<file path="config.mk">
export PLATFORM = sky130hd
export DESIGN_NAME = instruction_fetch
export DESIGN_NICKNAME = d
export VERILOG_FILES = /design/src/rtl/fetch_pkg.sv /design/src/rtl/fetch_queue.sv /design/src/rtl/instruction_fetch.sv
export SDC_FILE = /design/constraint.sdc
export NUM_CORES = 1
export LEC_CHECK = 0
export ABC_CLOCK_PERIOD_IN_PS = 1500
export BUFFER_PORTS_ARGS = -buffer_cell sky130_fd_sc_hd__buf_2
export CORE_MARGIN = 2
export CORE_UTILIZATION = 45
export CTS_CLUSTER_DIAMETER = 120
export DETAILED_ROUTE_END_ITERATION = 8
export PLACE_DENSITY = 0.68
export SYNTH_ARGS = -nofsm -noshare
export SYNTH_HDL_FRONTEND = slang
export SYNTH_SLANG_ARGS = --single-unit
</file>
<file path="constraint.sdc">
create_clock -name clk -period 1.5 [get_ports clk]
set_input_delay 0.15 -clock clk [delete_from_list [all_inputs] [get_ports clk]]
set_output_delay 0.15 -clock clk [all_outputs]
set_load 0.005 [all_outputs]
</file>
<file path="src/rtl/fetch_pkg.sv">
// Shared defaults and state encoding for the instruction fetch stage.
package fetch_pkg;

    localparam int unsigned ADDR_W   = 32;
    localparam int unsigned INSTR_W  = 32;
    localparam int unsigned PC_STEP  = 4;
    localparam logic [31:0] RESET_PC = 32'h0000_0000;

    typedef enum logic [1:0] {
        FETCH = 2'd0,
        WAIT  = 2'd1,
        DRAIN = 2'd2
    } fetch_state_t;

endpackage

</file>
<file path="src/rtl/fetch_queue.sv">
// Two-entry FIFO of fetched {instr, pc} pairs; flush wins over push and pop.
module fetch_queue #(
    parameter int unsigned ADDR_W = fetch_pkg::ADDR_W
) (
    input  logic                           clk,
    input  logic                           rst,
    input  logic                           push,
    input  logic [fetch_pkg::INSTR_W-1:0]  push_instr,
    input  logic [ADDR_W-1:0]              push_pc,
    input  logic                           pop,
    input  logic                           flush,
    output logic [1:0]                     count,
    output logic [fetch_pkg::INSTR_W-1:0]  head_instr,
    output logic [ADDR_W-1:0]              head_pc
);
    localparam int unsigned INSTR_W = fetch_pkg::INSTR_W;

    logic [INSTR_W-1:0] instr_q [2];
    logic [INSTR_W-1:0] instr_d [2];
    logic [ADDR_W-1:0]  pc_q    [2];
    logic [ADDR_W-1:0]  pc_d    [2];
    logic               rd_ptr_q, rd_ptr_d;
    logic               wr_ptr_q, wr_ptr_d;
    logic [1:0]         count_q, count_d;
    logic               do_push, do_pop;

    always_comb begin
        instr_d  = instr_q;
        pc_d     = pc_q;
        rd_ptr_d = rd_ptr_q;
        wr_ptr_d = wr_ptr_q;
        count_d  = count_q;
        do_pop   = pop && (count_q != 2'd0);
        do_push  = push && ((count_q != 2'd2) || do_pop);
        if (flush) begin
            rd_ptr_d = 1'b0;
            wr_ptr_d = 1'b0;
            count_d  = 2'd0;
        end else begin
            if (do_push) begin
                instr_d[wr_ptr_q] = push_instr;
                pc_d[wr_ptr_q]    = push_pc;
                wr_ptr_d          = ~wr_ptr_q;
            end
            if (do_pop) begin
                rd_ptr_d = ~rd_ptr_q;
            end
            count_d = count_q + 2'(do_push) - 2'(do_pop);
        end
    end

    // Entries are cleared on reset so the head reads zero until the first push.
    always_ff @(posedge clk) begin
        if (rst) begin
            instr_q  <= '{default: '0};
            pc_q     <= '{default: '0};
            rd_ptr_q <= 1'b0;
            wr_ptr_q <= 1'b0;
            count_q  <= 2'd0;
        end else begin
            instr_q  <= instr_d;
            pc_q     <= pc_d;
            rd_ptr_q <= rd_ptr_d;
            wr_ptr_q <= wr_ptr_d;
            count_q  <= count_d;
        end
    end

    assign count      = count_q;
    assign head_instr = instr_q[rd_ptr_q];
    assign head_pc    = pc_q[rd_ptr_q];

endmodule

</file>
<file path="src/rtl/instruction_fetch.sv">
// Fetch stage: PC, single outstanding imem request, redirect/drain handling,
// and a 2-entry buffer toward decode.
module instruction_fetch #(
    parameter int unsigned       ADDR_W   = fetch_pkg::ADDR_W,
    parameter logic [ADDR_W-1:0] RESET_PC = ADDR_W'(fetch_pkg::RESET_PC),
    parameter int unsigned       PC_STEP  = fetch_pkg::PC_STEP
) (
    input  logic              clk,
    input  logic              rst,
    output logic              imem_req,
    output logic [ADDR_W-1:0] imem_addr,
    input  logic              imem_gnt,
    input  logic              imem_rvalid,
    input  logic [31:0]       imem_rdata,
    input  logic              redirect_valid,
    input  logic [ADDR_W-1:0] redirect_pc,
    output logic              if_valid,
    output logic [31:0]       if_instr,
    output logic [ADDR_W-1:0] if_pc,
    input  logic              if_ready
);
    import fetch_pkg::*;

    fetch_state_t      state_q, state_d;
    logic [ADDR_W-1:0] pc_q, pc_d;
    logic [ADDR_W-1:0] req_pc_q, req_pc_d;
    logic [1:0]        q_count;
    logic              q_push, q_pop, q_flush;
    logic              in_flight;

    // Request is gated combinationally so a redirect or reset withdraws it at once.
    assign imem_req  = (state_q == FETCH) && (q_count < 2'd2) && !rst && !redirect_valid;
    assign imem_addr = pc_q;
    assign if_valid  = (q_count != 2'd0);
    assign in_flight = (state_q == WAIT) || (state_q == DRAIN);

    always_comb begin
        state_d  = state_q;
        pc_d     = pc_q;
        req_pc_d = req_pc_q;
        q_push   = 1'b0;
        q_pop    = if_valid && if_ready;
        q_flush  = 1'b0;

        case (state_q)
            FETCH: begin
                if (imem_req && imem_gnt) begin
                    req_pc_d = pc_q;
                    pc_d     = pc_q + ADDR_W'(PC_STEP);
                    state_d  = WAIT;
                end
            end
            WAIT: begin
                if (imem_rvalid) begin
                    q_push  = 1'b1;
                    state_d = FETCH;
                end
            end
            DRAIN: begin
                if (imem_rvalid) begin
                    state_d = FETCH;
                end
            end
            default: state_d = FETCH;
        endcase

        // Redirect overrides everything; a response still owed by memory must be drained.
        if (redirect_valid) begin
            pc_d    = redirect_pc;
            q_flush = 1'b1;
            q_push  = 1'b0;
            q_pop   = 1'b0;
            if ((in_flight && !imem_rvalid) || ((state_q == FETCH) && imem_gnt)) begin
                state_d = DRAIN;
            end else begin
                state_d = FETCH;
            end
        end
    end

    always_ff @(posedge clk) begin
        if (rst) begin
            state_q  <= FETCH;
            pc_q     <= RESET_PC;
            req_pc_q <= '0;
        end else begin
            state_q  <= state_d;
            pc_q     <= pc_d;
            req_pc_q <= req_pc_d;
        end
    end

    fetch_queue #(
        .ADDR_W (ADDR_W)
    ) u_queue (
        .clk        (clk),
        .rst        (rst),
        .push       (q_push),
        .push_instr (imem_rdata),
        .push_pc    (req_pc_q),
        .pop        (q_pop),
        .flush      (q_flush),
        .count      (q_count),
        .head_instr (if_instr),
        .head_pc    (if_pc)
    );

endmodule

</file>
# --- Word level (Yosys, flattened, before mapping) ---
# Index checks and enable logic that the tools add are counted.
op_classes:
  n_bitwise: 5
  eq_ne: 5
  shift: 0
  div_mod_pow: 0
  reduce_logical: 26
  n_lt_le_gt_ge: 4
  n_addsub: 3
  n_mux: 23
  n_mul: 0
ops:
  columns: ["cell", "n"]
  rows:
  - ["2-to-1 mux 32 bit", 10]
  - ["bitwise mux 64 bit", 2]
  - ["adder 32 x 3 -> 32 bit, second input constant", 1]
  - ["demux 32 bit (select 1 bit)", 1]
  - ["logical AND 1 bit", 10]
  - ["2-to-1 mux 2 bit", 4]
  - ["AND reduction 2 bit", 4]
  - ["nonzero test 2 bit", 3]
  - ["2-to-1 mux 1 bit", 5]
  - ["greater-or-equal comparator 2 bit, second input constant", 2]
  - ["inverter 1 -> 2 bit", 2]
  - ["case mux 2 bit (2 select lines)", 1]
  - ["OR reduction 2 bit", 2]
  - ["logical NOT 1 bit", 3]
  - ["logical OR 1 bit", 3]
  - ["!= test 3 x 1 -> 1 bit, second input constant", 1]
  - ["!= test 3 x 2 -> 1 bit, second input constant", 1]
  - ["inverter 1 bit", 3]
  - ["adder 2 x 1 -> 2 bit", 1]
  - ["equality test 2 x 1 -> 1 bit, second input constant", 1]
  - ["equality test 2 bit, second input constant", 1]
  - ["logical NOT 2 bit", 1]
  - ["< comparator 2 x 1 -> 1 bit, second input constant", 1]
  - ["< comparator 2 bit, second input constant", 1]
  - ["2 further kinds", 2]
word_totals:
  input_bits: 70
  mem_bits_rw: 0
  reg_bits: 198
  latch_bits: 0
  output_inout_bits: 98
  mem_bits_ro: 0
  elab_cells: 76
  memories: 0

# --- Logic depth before layout (Yosys ltp) ---
# Gate-level depths: netlist of run 1.
depth:
  word_depth: 8
  depth_mapped: 9
  depth_no_buf: 7

# --- By module ---
# A second synthesis of run 1 with hierarchy kept.
unflattened:
  cells_unflattened: 959
  area_unflattened_um2: 9396.5
modules_own_cells:
  columns: ["module", "cells_per_inst", "area_per_inst_um2", "seq_area_each_um2", "instances"]
  rows:
  - ["fetch_queue", 579, 6277.3, 2642.5, 1]
  - ["instruction_fetch", 380, 3119.2, 1321.3, 1]

# --- Worst setup path after synthesis of run 1 ---
# Ideal clock, no wire load.
synth_timing:
  kind: "reg2reg"
  startpoint: "reg pc_q[10], in the netlist imem_addr[10]"
  endpoint: "reg pc_q[20], in the netlist imem_addr[20]"
  synth_period_minus_slack_ns: 1.700
  path_stages_with_launch: 6
  arrival_ns: 1.625
  setup_time_ns: 0.074
  slack_ns: -0.200
  n_path_buf: 0
  cell_sequence: "dfxtp_1 -> nand3_2 -> nor4_4 -> nand2_1 -> or4_1 -> a31oi_1"
synth_via:
  elab_chain_cells: 4
synth_rtl:
  columns: ["item", "line", "text"]
  rows:
  - ["start: declaration", "instruction_fetch.sv:25", "logic [ADDR_W-1:0] pc_q, pc_d;"]
  - ["start signal: assignment", "instruction_fetch.sv:88", "pc_q <= pc_d;"]
  - ["adder 32 x 3 -> 32 bit", "instruction_fetch.sv:49", "pc_d = pc_q + ADDR_W'(PC_STEP);"]
  - ["2-to-1 mux 32 bit", "instruction_fetch.sv:47", "if (imem_req && imem_gnt) begin"]
  - ["2-to-1 mux 32 bit", "instruction_fetch.sv:45", "case (state_q)"]
  - ["2-to-1 mux 32 bit", "instruction_fetch.sv:68", "if (redirect_valid) begin"]
# No other way between the ends. The select of a mux whose other input is x is not followed.
# A chain may end at the register's enable or synchronous reset.

# --- Worst setup path in the final report of run 1 ---
layout_timing:
  startpoint: "reg state_q[0]"
  endpoint: "reg u_queue.instr_q[13] in the netlist's numbering"
layout_via:
  elab_chain_cells: 5
layout_rtl:
  columns: ["item", "line", "text"]
  rows:
  - ["start: declaration", "instruction_fetch.sv:24", "fetch_state_t state_q, state_d;"]
  - ["start signal: assignment", "instruction_fetch.sv:87", "state_q <= state_d;"]
  - ["equality test 2 x 1 -> 1 bit", "instruction_fetch.sv:45", null]
  - ["2-to-1 mux 1 bit", "instruction_fetch.sv:45", null]
  - ["2-to-1 mux 1 bit", "instruction_fetch.sv:68", null]
  - ["logical AND 1 bit", "fetch_queue.sv:34", "do_push = push && ((count_q != 2'd2) || do_pop);"]
  - ["AND reduction 2 bit (no source line)", null, null]
  - ["end signal: assignment", "fetch_queue.sv:61", "instr_q <= instr_d;"]
  - ["end: declaration", "fetch_queue.sv:18", "logic [INSTR_W-1:0] instr_q [2];"]
# No other way between the ends.

==> results.toml, run 1 <==
[yosys]
synthFlopType = "dfxtp_1"
yosys_warnings = 0
synth_area_um2 = 8300
yosysSeqAreaShare = 0.478
synth-seq-cells = 198
postSynthAreaPerCell_um2 = 8.07
synthDistinctLibCells = 44
ys_top_cells_by_area = "dfxtp_1 48%, nand2_1 16%, a21oi_1 11%"
yosysTopAreaCell = "dfxtp_1"
syn-num-nets = 1102
synth_edf_count = 0
ys_async_sr_fraction = 0
yosysTopAreaCellShare = 0.478
syn_inst = 1028

[final_layout]
mostFrequentLayoutCells = "219 x nand2_1, 184 x dfxtp_1, 101 x buf_2"
utilization = 0.796
design_area_um2 = 14300
final_nets = 1429
syn2layout_area_growth_pct = 72.9
final_layout_size_suffix_gt1_frac = 0.504
n_fill_cell = 1055
layout_commonest_cell = "nand2_1"
antenna_cells = 0

[hold_path]
worst_hold_path_type = "in2reg"

[sta]
period_minus_slack_ns = 1.82
setup_slack_ns = -0.323
worstMarginPinSlew_ns = 0.692
max-slew-margin-rel = 0.539
setup_violations = 256
fin_crit_sh = 1.22
slew_viol_final = 0
max_freq_mhz = 549
hold_viol = 0
fin_skew_ns = 0.0102
rsz0062_at_grt = "yes"

[setup_path]
r2r_start = "state_q[0]"
r2r-end = "u_queue.instr_q[13]"
critPathLaunch = "state_q[0]"
regToRegSetupSlack_ns = -0.32
reg2reg_depth = 11
end_kind = "flip-flop"
crit_end = "u_queue.instr_q[13]"
cp-start-kind = "flip-flop"
critPathMaxFanout = 7
crit_arrival_ns = 2.11
path_class = "reg2reg"
cp.required_ns = 1.78

[place]
gp_congestion = 0.863
dpl_cell_area_um2 = 10100
place_hpwl_um = 14800
io_buffers = 167
post-place-ws_ns = -0.214

[cts]
clk_latency_ns = 0.43
cts.htree.levels = 4
cts_tree = "yes"
cts_buffers = 17
clock_path_buffers = 2
cts_num_sinks = 198
clkSlewWorstSetupHoldPaths_ns = 0.08
clockRootBuffer = "clkbuf_16"

[global_route]
grt.overflow.total = 0
grt_max_degree = 128
grt_pass1_vias = 8322
grt_pass1_wl_um = 42800
track_usage = 0.270
antenna_found_initial = 0

[run]
max_cap_viol_count = 0

[die]
die_w_um = 140
core_area_um2 = 18000
start_util = 0.461
die_area_um2 = 19500
io_pins = 168
rows = 49
die_h_um = 140

[route]
drcViolationCount = 0
postRouteAntennaNets = 0
dr.pass1.iters = 4
drtIter0Drc = 513
drt_wl_total_um = 32000
routedWlPerCell_um = 20.1
via_per_inst = 5.60
vias = 8939

[power]
vdd_drop_max_mv = 0.681
power_density_nw_per_um2 = 793
power.leakage_nw = 5.64

[run_status]
violations = "setup timing"
status = "finished with violations"
[critical path: stages (launching register included)]
cell     delay (ns)
dfxtp_2        0.36
buf_6          0.11
ha_4           0.12
nand2_4        0.06
nor3_4         0.24
buf_6          0.15
buf_12         0.10
nand2_8        0.07
buf_8          0.17
buf_16         0.15
nand2_2        0.06
a21oi_1        0.08
[cell usage after synthesis, types with 5 or more instances]
cell type  number
xor2_1         19
and3_1          6
a21oi_1       176
xnor2_1         8
buf_1           5
o22ai_1         5
a211oi_1       15
nand3_1        12
nand4_1        11
nor3_1          6
inv_1           7
clkbuf_1       55
nor2_1         36
buf_2           9
dfxtp_1       198
nand2_1       350
mux2_2         64
[registers in the layout (all words and copies together), names as in the netlist]
register and count:
u_queue.wr_ptr_q 1, state_q 2, u_queue.instr_q 64, req_pc_q 32, u_queue.count 2, u_queue.pc_q 64, imem_addr 32, u_queue.rd_ptr_q 1
[through the flow]
step           total power [mW]  TNS (ns)  hold WS, ns  std cells
2_1_floorplan              5.91     -1.63        0.286       1028
3_3_place_gp               6.34    -18.90        0.383       1450
3_5_place_dp               6.35    -22.62        0.387       1450
4_1_cts                    11.2    -39.32      0.00107       1576
5_1_grt                    11.7    -68.74       0.0165       1597
6_report                   11.4    -53.80      0.00852       1597
[where the power goes]
part	internal, mW	switching, mW	leakage (nW)
clock	2.58	2.15	0.283
combinational	0.596	0.623	3.75
sequential	5.34	0.0916	1.61
[metal layers]
metal / up-vias / track usage / part of all wire
met5: - / 0 / 0
met4: 0 / 0.0979 / 0.037
met3: 91 / 0.0454 / 0.062
met2: 389 / 0.463 / 0.50
met1: 4341 / 0.344 / 0.40
li1: 4118 / - / -
[layout make-up]
class	instances	area (µm²)	area share
Multi-Input combinational cell	755	5520	0.385
Sequential cell	198	3990	0.278
Timing Repair Buffer	376	3910	0.273
Clock buffer	20	457	0.0318
Inverter	7	31.3	0.00218
Clock inverter	12	144	0.0100
Tap cell	229	287	0.0200
[worst min-delay path by stage]
stage | from | endpoint | cells after the start
global route | redirect_pc[24] | imem_addr[24] | 3
detailed placement | redirect_pc[2] | imem_addr[2] | 3
global placement | redirect_pc[3] | imem_addr[3] | 3
CTS | redirect_pc[11] | imem_addr[11] | 3
finish | redirect_pc[11] | imem_addr[11] | 3
floorplan | imem_rdata[0] | u_queue.instr_q[0] | 2
[timing repair]
action | in CTS | in global routing
endpoints found under the setup margin | 254 | 260
setup buffers | 26 | 12
pin swaps | 116 | 95
resized for setup | 244 | 286
endpoints found under the hold margin | 82 | 0
gates cloned | 19 | 19
hold buffers | 50 | 0
[cell families after synthesis]
kind of cell,share of synthesized area
AOI/OAI and AO/OA,0.133
xor gates and xnor gates,0.0285
adders and majority gates,0.00603
DFF,0.478
muxes,0.0916
buffers and inverters,0.0357
and+or+nand+nor,0.228
No activity file was read; power rests on OpenSTA's default activity.
==> run 2: changes to the inputs <==
--- a/config.mk
+++ b/config.mk
@@ -11,7 +11,7 @@
 export CORE_UTILIZATION = 45
 export CTS_CLUSTER_DIAMETER = 120
 export DETAILED_ROUTE_END_ITERATION = 8
-export PLACE_DENSITY = 0.68
+export PLACE_DENSITY_LB_ADDON = 0.15
 export SYNTH_ARGS = -nofsm -noshare
 export SYNTH_HDL_FRONTEND = slang
 export SYNTH_SLANG_ARGS = --single-unit
==> run 2 against run 1 <==
Net effect:
- the flow still finishes with violations (setup timing)
- largest power group unchanged
- global-route usage shrank 1.3 points
- largest cell class unchanged
- wire length fell by 16%
- sequential share of layout area increased by 3.7 points
- setup slack improved by 0.11 ns
- clock skew rose by 0.00069 ns
- cell count decreased by 0.94%
- maximum frequency grew 6.3%
- power is 2.1% lower
- critical path depth is 2 lower
- sequential power about the same
- register-to-register slack improved by 0.11 ns
- non-clock buffer count down 15
==> results.toml, run 2 (synthesized netlist as in run 1, its figures left out) <==
[run_status]
status = "finished with violations"
violations = "setup timing"

[setup_path]
path_class = "reg2reg"
crit_path_cell_trace = "inv_4 > ha_4 > nand2_4 > or3_4 > nor2_4 > buf_12 > clkbuf_16 > nand2_1 > a21oi_1"
slowest_stage = "or3_4"
cp.required_ns = 1.84
path_buf_inv = 3
max_stage_delay_ns = 0.35
critPathMaxFanout = 8
cpLargestDelayFamily = "simple AND/OR/NAND/NOR gates"
cp-start-kind = "flip-flop"
end_kind = "flip-flop"
crit_arrival_ns = 2.06

[global_route]
grt_pass1_vias = 7825
grt_pass1_wl_um = 40700
track_usage = 0.257
grt_max_degree = 194
antenna_found_initial = 0
grt.overflow.total = 0

[die]
io_pins = 168
die_area_um2 = 19500
rows = 49
core_area_um2 = 18000
die_h_um = 140
die_w_um = 140
start_util = 0.461

[sta]
rsz0062_at_grt = "yes"
worstMarginPinSlew_ns = 0.938
period_minus_slack_ns = 1.71
setup_slack_ns = -0.215
hold-worst-slack_ns = 0.0321
fin_crit_sh = 1.14
max_freq_mhz = 583
hold_viol = 0
fin_skew_ns = 0.0109
setup_violations = 251
max-slew-margin-rel = 0.375
slew_viol_final = 0

[route]
vias = 8271
drcViolationCount = 0
drt_wl_total_um = 26800
via_per_inst = 5.23
drtIter0Drc = 523
dr.pass1.iters = 5
postRouteAntennaNets = 0
routedWlPerCell_um = 16.9

[cts]
cts_buffers = 17
clock_path_buffers = 2
clk_latency_ns = 0.43
clkSlewWorstSetupHoldPaths_ns = 0.08
cts.htree.levels = 4
cts_num_sinks = 198
clockRootBuffer = "clkbuf_16"
cts_tree = "yes"

[power]
power_frac_seq = 0.486
vdd_drop_max_mv = 0.832
power_mw = 11.1
p_int_mw = 8.43
power.leakage_nw = 5.12
power_density_nw_per_um2 = 878
p_sw_mw = 2.71
switching_share = 0.243
clkPwrFrac = 0.420
p_comb_frac = 0.093

[final_layout]
layout_commonest_cell = "nand2_1"
final_cells = 1582
mostFrequentLayoutCells = "305 x nand2_1, 181 x dfxtp_1, 167 x a21oi_1"
final_nets = 1414
syn2layout_area_growth_pct = 53.0
final_layout_size_suffix_gt1_frac = 0.378
antenna_cells = 0
reg.largest.list = "u_queue.instr_q: 64 flops, u_queue.pc_q: 64 flops"

[place]
post-place-ws_ns = -0.224
place_inst = 1453
gp_congestion = 0.850
io_buffers = 167
place_hpwl_um = 14800

[hold_path]
worst_hold_path_type = "in2reg"

[run]
max_cap_viol_count = 0
run 2: cell types whose count changed in the layout (fill, tap and decap cells not counted), sizes merged:
| cell | previous run | this run |
|---|---|---|
| buf | 313 | 299 |
| clkbuf | 33 | 26 |
| dlygate4sd3 | 50 | 55 |
| clkinv | 2 | 3 |
| clkinvlp | 4 | 3 |
| inv | 11 | 12 |
| nand2 | 351 | 352 |
| nand2b | 3 | 2 |
run 2: power groups by stage:
stage	clock network [mW]	registers, mW	logic [mW]
final	4.68	5.42	1.04
after global routing	4.96	5.43	1.12
after CTS	4.75	5.42	0.976
after detailed placement	0	5.54	0.820
after global placement	0	5.53	0.817
after floorplan	0	5.56	0.351
run 2: area by class of cell:
class                      count  area, µm²
clock buffer                  19        453
clock inverter                13        145
fill                        1418       5330
inverter                       7       33.8
multi-input combinational    755       4560
sequential                   198       4000
tap                          229        287
timing repair buffer         361       3220
run 2: final timing paths:
check                      start                   to  slack (ns)  depth (start not counted)
max                   state_q[1]  u_queue.instr_q[60]       -0.21                          9
min              redirect_pc[28]        imem_addr[28]        0.03                          3
max reg2reg           state_q[1]  u_queue.instr_q[60]       -0.21                          9
min reg2reg  u_queue.instr_q[25]  u_queue.instr_q[25]        0.45                          2
run 2: worst register-to-register path, stage by stage, from the launching register on:
cell       delay [ns]
dfxtp_2          0.34
inv_4            0.08
ha_4             0.13
nand2_4          0.05
or3_4            0.35
nor2_4           0.15
buf_12           0.18
clkbuf_16        0.18
nand2_1          0.06
a21oi_1          0.12
run 2: repair_timing:
item	4_1_cts	5_1_grt
setup buffers	16	10
endpoints found under the setup margin	251	259
hold endpoints to repair	87	0
resized for setup	63	120
hold buffers	55	0
pin swaps	23	47
gates cloned	14	9
run 2: layer usage:
metal / global-route usage / up-vias / wire length (µm)
met5: 0 / - / 0
met4: 0.0726 / 0 / 421
met3: 0.0385 / 30 / 1260
met2: 0.412 / 243 / 12600
met1: 0.361 / 3914 / 12500
li1: - / 4084 / -
run 2: stage by stage:
| step | cell area [µm²] | setup TNS (ns) | utilization |
|---|---|---|---|
| after floorplan | 8440 | -1.63 | - |
| after global placement | 10200 | -12.85 | 0.564 |
| after detailed placement | 10200 | -19.11 | 0.564 |
| after CTS | 12100 | -33.15 | 0.671 |
| after global routing | 12700 | -48.16 | 0.704 |
| final | 12700 | -28.84 | 0.704 |
==> run 3: changes to the inputs <==
--- a/config.mk
+++ b/config.mk
@@ -5,7 +5,7 @@
 export SDC_FILE = /design/constraint.sdc
 export NUM_CORES = 1
 export LEC_CHECK = 0
-export ABC_CLOCK_PERIOD_IN_PS = 1500
+export ABC_CLOCK_PERIOD_IN_PS = 2100
 export BUFFER_PORTS_ARGS = -buffer_cell sky130_fd_sc_hd__buf_2
 export CORE_MARGIN = 2
 export CORE_UTILIZATION = 45
==> constraint.sdc (replaced) <==
create_clock -name clk -period 2.1 [get_ports clk]
set_input_delay 0.21 -clock clk [delete_from_list [all_inputs] [get_ports clk]]
set_output_delay 0.21 -clock clk [all_outputs]
set_load 0.005 [all_outputs]
==> run 3 against run 2 <==
Net effect:
- largest power group unchanged
- clock power shrank 29%
- worst hold slack worse by 0.015 ns
- clock skew about the same
- wire length decreased by 17%
- sequential share of layout area up 7.4 points
- die area stayed put
- power fell by 31%
- first-iteration DRC count is 0.76% higher
- final area down 20%
- utilization shrank 14 points
- the flow now finishes without violations
- flip-flop and latch count unchanged
- highest routed layer unchanged
- cell count down 9.7%
==> results.toml, run 3 (synthesized netlist as in run 1, its figures left out) <==
[run_status]
status = "completed"

[power]
power.leakage_nw = 4.02
clkPwrFrac = 0.432
p_int_mw = 5.82
p_comb_frac = 0.066
switching_share = 0.245
power_frac_seq = 0.502
vdd_drop_max_mv = 0.580
p_sw_mw = 1.89
power_density_nw_per_um2 = 756

[route]
drtIter0Drc = 527
dr.pass1.iters = 4
postRouteAntennaNets = 0
drcViolationCount = 0
vias = 7346
routedWlPerCell_um = 15.5
via_per_inst = 5.14
drt_wl_total_um = 22100

[die]
core_area_um2 = 18000
die_area_um2 = 19500
start_util = 0.461
die_h_um = 140
io_pins = 168
die_w_um = 140
rows = 49

[sta]
setup_violations = 0
setup_slack_ns = 0.150
setup_tns_ns = 0
period_minus_slack_ns = 1.95
hold_viol = 0
fin_skew_ns = 0.0108
max-slew-margin-rel = 0.381
fin_crit_sh = 0.929
rsz0062_at_grt = "no"
slew_viol_final = 0
max_freq_mhz = 513
worstMarginPinSlew_ns = 0.928

[setup_path]
r2r_start = "state_q[0]"
max_stage_delay_ns = 0.41
cp-start-kind = "flip-flop"
critPathLaunch = "u_queue.rd_ptr_q"
crit_path_cell_trace = "buf_12 > mux2_2 > buf_2"
crit_end = "if_pc[23]"
cp.depth = 3
cpLargestDelayFamily = "buffers and inverters"
path_class = "reg2out"
r2r-end = "imem_addr[15]"
path_buf_inv = 2
critPathMaxFanout = 64
cp.required_ns = 1.89
crit_arrival_ns = 1.74
reg2reg_depth = 7
end_kind = "output pin"
slowest_stage = "mux2_2"
regToRegSetupSlack_ns = 0.15

[final_layout]
layout_commonest_cell = "nand2_1"
final_layout_size_suffix_gt1_frac = 0.264
syn2layout_area_growth_pct = 22.8
reg.largest.list = "u_queue.instr_q: 64 flops, u_queue.pc_q: 64 flops"
final_nets = 1261
mostFrequentLayoutCells = "349 x nand2_1, 197 x dfxtp_1, 176 x a21oi_1"
antenna_cells = 0

[place]
place_hpwl_um = 14300
post-place-ws_ns = 0.178
gp_congestion = 0.907
io_buffers = 167

[cts]
cts.htree.levels = 4
cts_tree = "yes"
clock_path_buffers = 2
clkSlewWorstSetupHoldPaths_ns = 0.08
cts_buffers = 17
cts_num_sinks = 198
clk_latency_ns = 0.43
clockRootBuffer = "clkbuf_16"
postCtsSetupRepairBufs = 0

[hold_path]
worst_hold_path_type = "in2reg"

[global_route]
antenna_found_initial = 0
grt_pass1_wl_um = 35900
grt_max_degree = 194
track_usage = 0.226
grt_pass1_vias = 6973
grt.overflow.total = 0

[run]
max_cap_viol_count = 0
## run 3: changes by cell type in the layout (fill, tap and decap cells not counted), moves of 15 or more
cell / change
buf_2: +16
buf_6: -29
dfxtp_1: +16
buf_4: -49
nand2_2: -28
mux2_2: +16
mux2_4: -16
dlygate4sd3_1: -53
nand2_1: +44
buf_12: -17
nand2_4: -15
## run 3: layout make-up
class / instances / area (µm²)
clock buffer: 18 / 429
tap: 229 / 287
inverter: 7 / 26.3
timing repair buffer: 209 / 1250
fill: 1756 / 7840
clock inverter: 14 / 168
sequential: 198 / 3970
multi-input combinational: 754 / 4070
## run 3: worst min-delay path, cell delays in order
cell,delay (ns)
buf_2,0.08
a21oi_1,0.05
nor2_1,0.07
## run 3: how the worst min path moves through the flow
stage	startpoint	end	slack, ns	cells past startpoint
floorplan	imem_rdata[0]	u_queue.instr_q[0]	0.35	2
global placement	u_queue.instr_q[1]	u_queue.instr_q[1]	0.44	2
detailed placement	u_queue.pc_q[1]	u_queue.pc_q[1]	0.44	2
CTS	imem_rdata[11]	u_queue.instr_q[11]	0.001	3
global route	imem_rdata[30]	u_queue.instr_q[30]	0.01	3
finish	redirect_pc[4]	imem_addr[4]	0.02	3
## run 3: repair_timing
item                       CTS  global route
hold buffers                 2             0
resized for setup            0             2
setup endpoints to repair    0             1
hold endpoints to repair     2             0
## run 3: power by group through the flow
stage / registers, mW / clock network (mW) / logic [mW]
3_3_place_gp: 3.96 / 0 / 0.500
2_1_floorplan: 3.96 / 0 / 0.234
4_1_cts: 3.87 / 3.40 / 0.505
6_report: 3.87 / 3.33 / 0.507
3_5_place_dp: 3.95 / 0 / 0.500
5_1_grt: 3.88 / 3.55 / 0.556
## run 3: per-layer routing
metal	GRT usage	wire, µm	vias up
met2	0.337	9680	223
met5	0	0	-
li1	-	-	3747
met3	0.0348	1090	30
met1	0.334	11000	3346
met4	0.0742	382	0
## run 3: stage by stage
step / instances / area, µm² / hold slack, ns / utilization / power [mW]
global route: 1429 / 10200 / 0.0101 / 0.565 / 7.98
global placement: 1395 / 9560 / 0.439 / 0.530 / 4.45
finish: 1429 / 10200 / 0.0173 / 0.565 / 7.70
detailed placement: 1395 / 9560 / 0.443 / 0.530 / 4.45
floorplan: 1028 / 8300 / 0.346 / - / 4.20
CTS: 1429 / 10200 / 0.00148 / 0.565 / 7.77
